**config.mk**
```make
export PLATFORM = sky130hd
export DESIGN_NAME = ssd_scan_ctrl
export DESIGN_NICKNAME = d
export VERILOG_FILES = /design/src/rtl/ssd_scan_ctrl.sv
export SDC_FILE = /design/constraint.sdc
export NUM_CORES = 1
export LEC_CHECK = 0
export BUFFER_PORTS_ARGS = -buffer_cell sky130_fd_sc_hd__buf_4
export CORE_UTILIZATION = 45
export CTS_CLUSTER_DIAMETER = 150
export DETAILED_ROUTE_END_ITERATION = 8
export GPL_TIMING_DRIVEN = 0
export PLACE_DENSITY = 0.69
export SYNTH_ARGS = -nofsm -noshare
export SYNTH_HDL_FRONTEND = slang
export SYNTH_SLANG_ARGS = --single-unit
```
**constraint.sdc**
```tcl
create_clock -name clock -period 5.1 [get_ports clock]
set_clock_uncertainty 0.1 [all_clocks]
set_input_delay 0.255 -clock clock [delete_from_list [all_inputs] [get_ports clock]]
set_output_delay 0.255 -clock clock [all_outputs]
set_load 0.1 [all_outputs]
```
**src/rtl/ssd_scan_ctrl.sv**
```systemverilog
// Four-digit common-anode seven-segment scan controller with a frame-aligned
// req/ack shadow load, so a published value never tears mid-frame.
module ssd_scan_ctrl #(
   parameter int REFRESH_DIV = 100000
) (
   input  logic        clock,
   input  logic        rst_n,
   input  logic        enable,
   input  logic [15:0] value,
   input  logic [3:0]  blank,
   input  logic        upd_req,
   output logic        upd_ack,
   output logic        frame_done,
   output logic [3:0]  annode,
   output logic [6:0]  cathod
);

   localparam logic [19:0] CNT_LAST = 20'(REFRESH_DIV - 1);

   logic [19:0] cnt;
   logic [1:0]  d;
   logic [15:0] shadow;
   logic        tick;
   logic        frame_end;
   logic [3:0]  nibble;
   logic [6:0]  seg;
   logic [3:0]  digit_sel;

   assign tick      = enable && (cnt == CNT_LAST);
   assign frame_end = tick && (d == 2'd3);
   assign nibble    = shadow[{d, 2'b00} +: 4];
   assign digit_sel = 4'b0001 << d;

   // Active-low gfedcba hex font
   always_comb begin
      seg = 7'b1111111;
      case (nibble)
         4'h0: seg = 7'b1000000;
         4'h1: seg = 7'b1111001;
         4'h2: seg = 7'b0100100;
         4'h3: seg = 7'b0110000;
         4'h4: seg = 7'b0011001;
         4'h5: seg = 7'b0010010;
         4'h6: seg = 7'b0000010;
         4'h7: seg = 7'b1111000;
         4'h8: seg = 7'b0000000;
         4'h9: seg = 7'b0010000;
         4'hA: seg = 7'b0001000;
         4'hB: seg = 7'b0000011;
         4'hC: seg = 7'b1000110;
         4'hD: seg = 7'b0100001;
         4'hE: seg = 7'b0000110;
         4'hF: seg = 7'b0001110;
         default: seg = 7'b1111111;
      endcase
   end

   always_ff @(posedge clock or negedge rst_n) begin
      if (!rst_n) begin
         cnt        <= '0;
         d          <= '0;
         shadow     <= '0;
         upd_ack    <= 1'b0;
         frame_done <= 1'b0;
         annode     <= 4'b1111;
         cathod     <= 7'b1111111;
      end else begin
         if (enable) begin
            cnt <= tick ? '0 : cnt + 20'd1;
            if (tick)
               d <= d + 2'd1;
         end
         frame_done <= frame_end;
         upd_ack    <= frame_end && upd_req;
         // Load only at the frame boundary; new digits start with digit 0
         if (frame_end && upd_req)
            shadow <= value;
         // Segments are released whenever no anode is driven
         if (enable && !blank[d]) begin
            annode <= ~digit_sel;
            cathod <= seg;
         end else begin
            annode <= 4'b1111;
            cathod <= 7'b1111111;
         end
      end
   end

endmodule

```
==> results.cfg <==
[status]
status = finished, final reports clean

[sta]
hold_viol = 0
setup_viol_count_final = 0
rsz0062_at_grt = false
tightest_slew_ns = 0.781
period_minus_slack_ns = 2.72
finalCritPeriodShare_pct = 53.4
slew-limit-headroom_pct = 47.5
tns_ns = 0
setup_slack_ns = 2.38
slew_violations = 0
max_freq_ghz = 0.367

[routing]
vias = 1688
ant_nets = 0
routed_wire_length_per_instance_um = 14.1
drtIter0Drc = 100
drt_first_pass_iters = 4
viasPerCell = 5.28
drc = 0
wl_um = 4530

[critical_path]
cp_top_family = simple AND/OR/NAND/NOR gates
required_ns = 5.20
endpoint_kind = register
path_cells = or4_1, or4_1, buf_2, nor3_4, buf_12, mux2_4
arrival_ns = 2.82
slowest_delay_ns = 0.52
crit_buf_inv = 2
worstSetupPathType = register to register
cp_max_fo = 10
crit_path_start_kind = register
critical_path.slowest_cell = or4_1
path_common_cell = or4_1

[clock_network]
tritoncts = built
clockBufferDepth = 2
clk_pin_slew_ns = 0.09
cts.sinks = 51
htreeDepth = 2
clock_latency_ns = 0.31
cts-root-buf = clkbuf_8
ctsResizeCount = 0
numCtsBuffers = 5

[min_path]
hp-class = input port to register

[synthesis]
synth-edff-count = 0
synthArstFlopShare_pct = 100
yosysSeqAreaShare_pct = 51.4
ys_warn_count = 0
syn_area_per_cell_um2 = 12.2
synthCells = 206
ys_seq_elements = 51
synthFlopType = dfrtp_1
netlist_area_um2 = 2510
syn_nets = 241
ys_types = 38

[placement]
preCtsSetupSlack_ns = 2.36
dp_hpwl_um = 3160
numPortBuffers = 35
dpl-instance-area_um2 = 2860
gp_congestion = 0.775

[power]
combPwrFrac_pct = 12.1
p_sw_uw = 222
seqPwrFrac_pct = 54.4
pwr-share-clk_pct = 33.5
vdd_drop_max_mv = 0.146
p_leak_nw = 1.33
power.density_nw_per_um2 = 280
p_int_uw = 612
p_sw_share_pct = 26.6

[grt]
grt_max_degree = 52
grt_pass1_vias = 1727
grt_pass1_wl_um = 8140
gr-usage-all-layers_pct = 17.6
overflow = 0
antenna_found_initial = 0

[cells_and_area]
synthToLayoutAreaGrowth_pct = 18.7
layout_common_cells = dfrtp_1 (40), buf_4 (35), nand2_1 (17)
fin_util_pct = 56.8
n_antenna_cell = 0
finish.instance_area_um2 = 2980
drive_gt1_share_pct = 32.8
num-nets-final = 284
final_common_cell = dfrtp_1

[floorplanning]
dieArea_um2 = 5870
fp.dieW_um = 76.6
coreArea_um2 = 5240
ioPinCount = 37
initial_core_util_pct = 47.9
dieHeight_um = 76.6
rows = 26

[flow_run]
maxCapViolations = 0
==> registers in the layout, summed over array words and instances (netlist names) <==
name        count
shadow         16
frame_done      1
d               2
upd_ack         1
annode          4
cnt            20
cathod          7
==> cells in the mapped netlist (3+ instances only) <==
library cell	count	area, um2
mux2_4	9	135
ha_1	11	138
o22ai_1	3	18.8
xor2_1	5	43.8
nor3_1	4	20.0
dfrtp_1	40	1000
nand2b_1	4	25.0
mux2i_1	5	50.1
o211ai_1	3	22.5
nand4_1	7	43.8
o21ai_0	5	25.0
nand2_1	17	63.8
clkbuf_1	5	18.8
inv_1	8	30.0
xnor2_1	10	87.6
mux2_2	9	101
mux4_2	5	113
nor4_1	4	25.0
nor2_1	10	37.5
dfstp_2	11	289
nand3_1	9	45.0
==> kinds of logic after synthesis <==
| family | synth area share (%) |
|---|---|
| AOI/OAI and AO/OA | 4.39 |
| adders and majority gates | 5.49 |
| DFF | 51.4 |
| and+or+nand+nor | 14.4 |
| xor gates and xnor gates | 5.24 |
| muxes | 15.9 |
| buffers and inverters | 3.14 |
==> worst paths after layout <==
check,slack [ns],from,cells past startpoint,to
max,2.38,cnt[12],6,shadow[14]
min,0.07,value[1],2,shadow[1]
max reg2reg,2.38,cnt[12],6,shadow[14]
min reg2reg,0.38,cnt[19],1,cnt[19]
max in group asynchronous,4.06,rst_n,2,frame_done
min in group asynchronous,0.42,rst_n,2,shadow[1]
==> per-stage QoR <==
step | instances | power [mW] | hold WS [ns]
finish | 320 | 0.834 | 0.0708
global route | 320 | 0.875 | 0.0570
CTS | 320 | 0.840 | 0.0644
detailed placement | 311 | 0.562 | 0.216
global placement | 311 | 0.560 | 0.220
floorplan | 206 | 0.523 | -0.141
==> power groups by stage <==
stage	Sequential, mW	Combinational (mW)	Clock (mW)
6_report	0.454	0.101	0.280
3_3_place_gp	0.459	0.101	0
2_1_floorplan	0.477	0.0456	0
5_1_grt	0.458	0.111	0.305
4_1_cts	0.453	0.102	0.285
3_5_place_dp	0.461	0.101	0
==> what timing repair did <==
action | in CTS | in global routing
buffers inserted | 0 | 0
hold endpoints to repair | 40 | 0
hold buffers | 1 | 0
==> area by class of cell <==
| type | instances | area, um2 |
|---|---|---|
| fill | 443 | 2260 |
| multi-input combinational | 139 | 1140 |
| timing repair buffer | 36 | 273 |
| clock inverter | 3 | 38.8 |
| tap | 70 | 87.6 |
| buffer | 8 | 48.8 |
| inverter | 8 | 30.0 |
| clock buffer | 5 | 68.8 |
| sequential | 51 | 1290 |
==> routing by layer <==
metal,vias up,wire length (um),share of wire [%],global-route usage [%]
li1,815,-,-,-
met1,826,2140,47,24.1
met2,37,2140,47,27.3
met3,10,168,3.7,4.31
met4,0,79,1.7,6.15
met5,-,0,0,0
No activity file was read; power rests on OpenSTA's default activity.
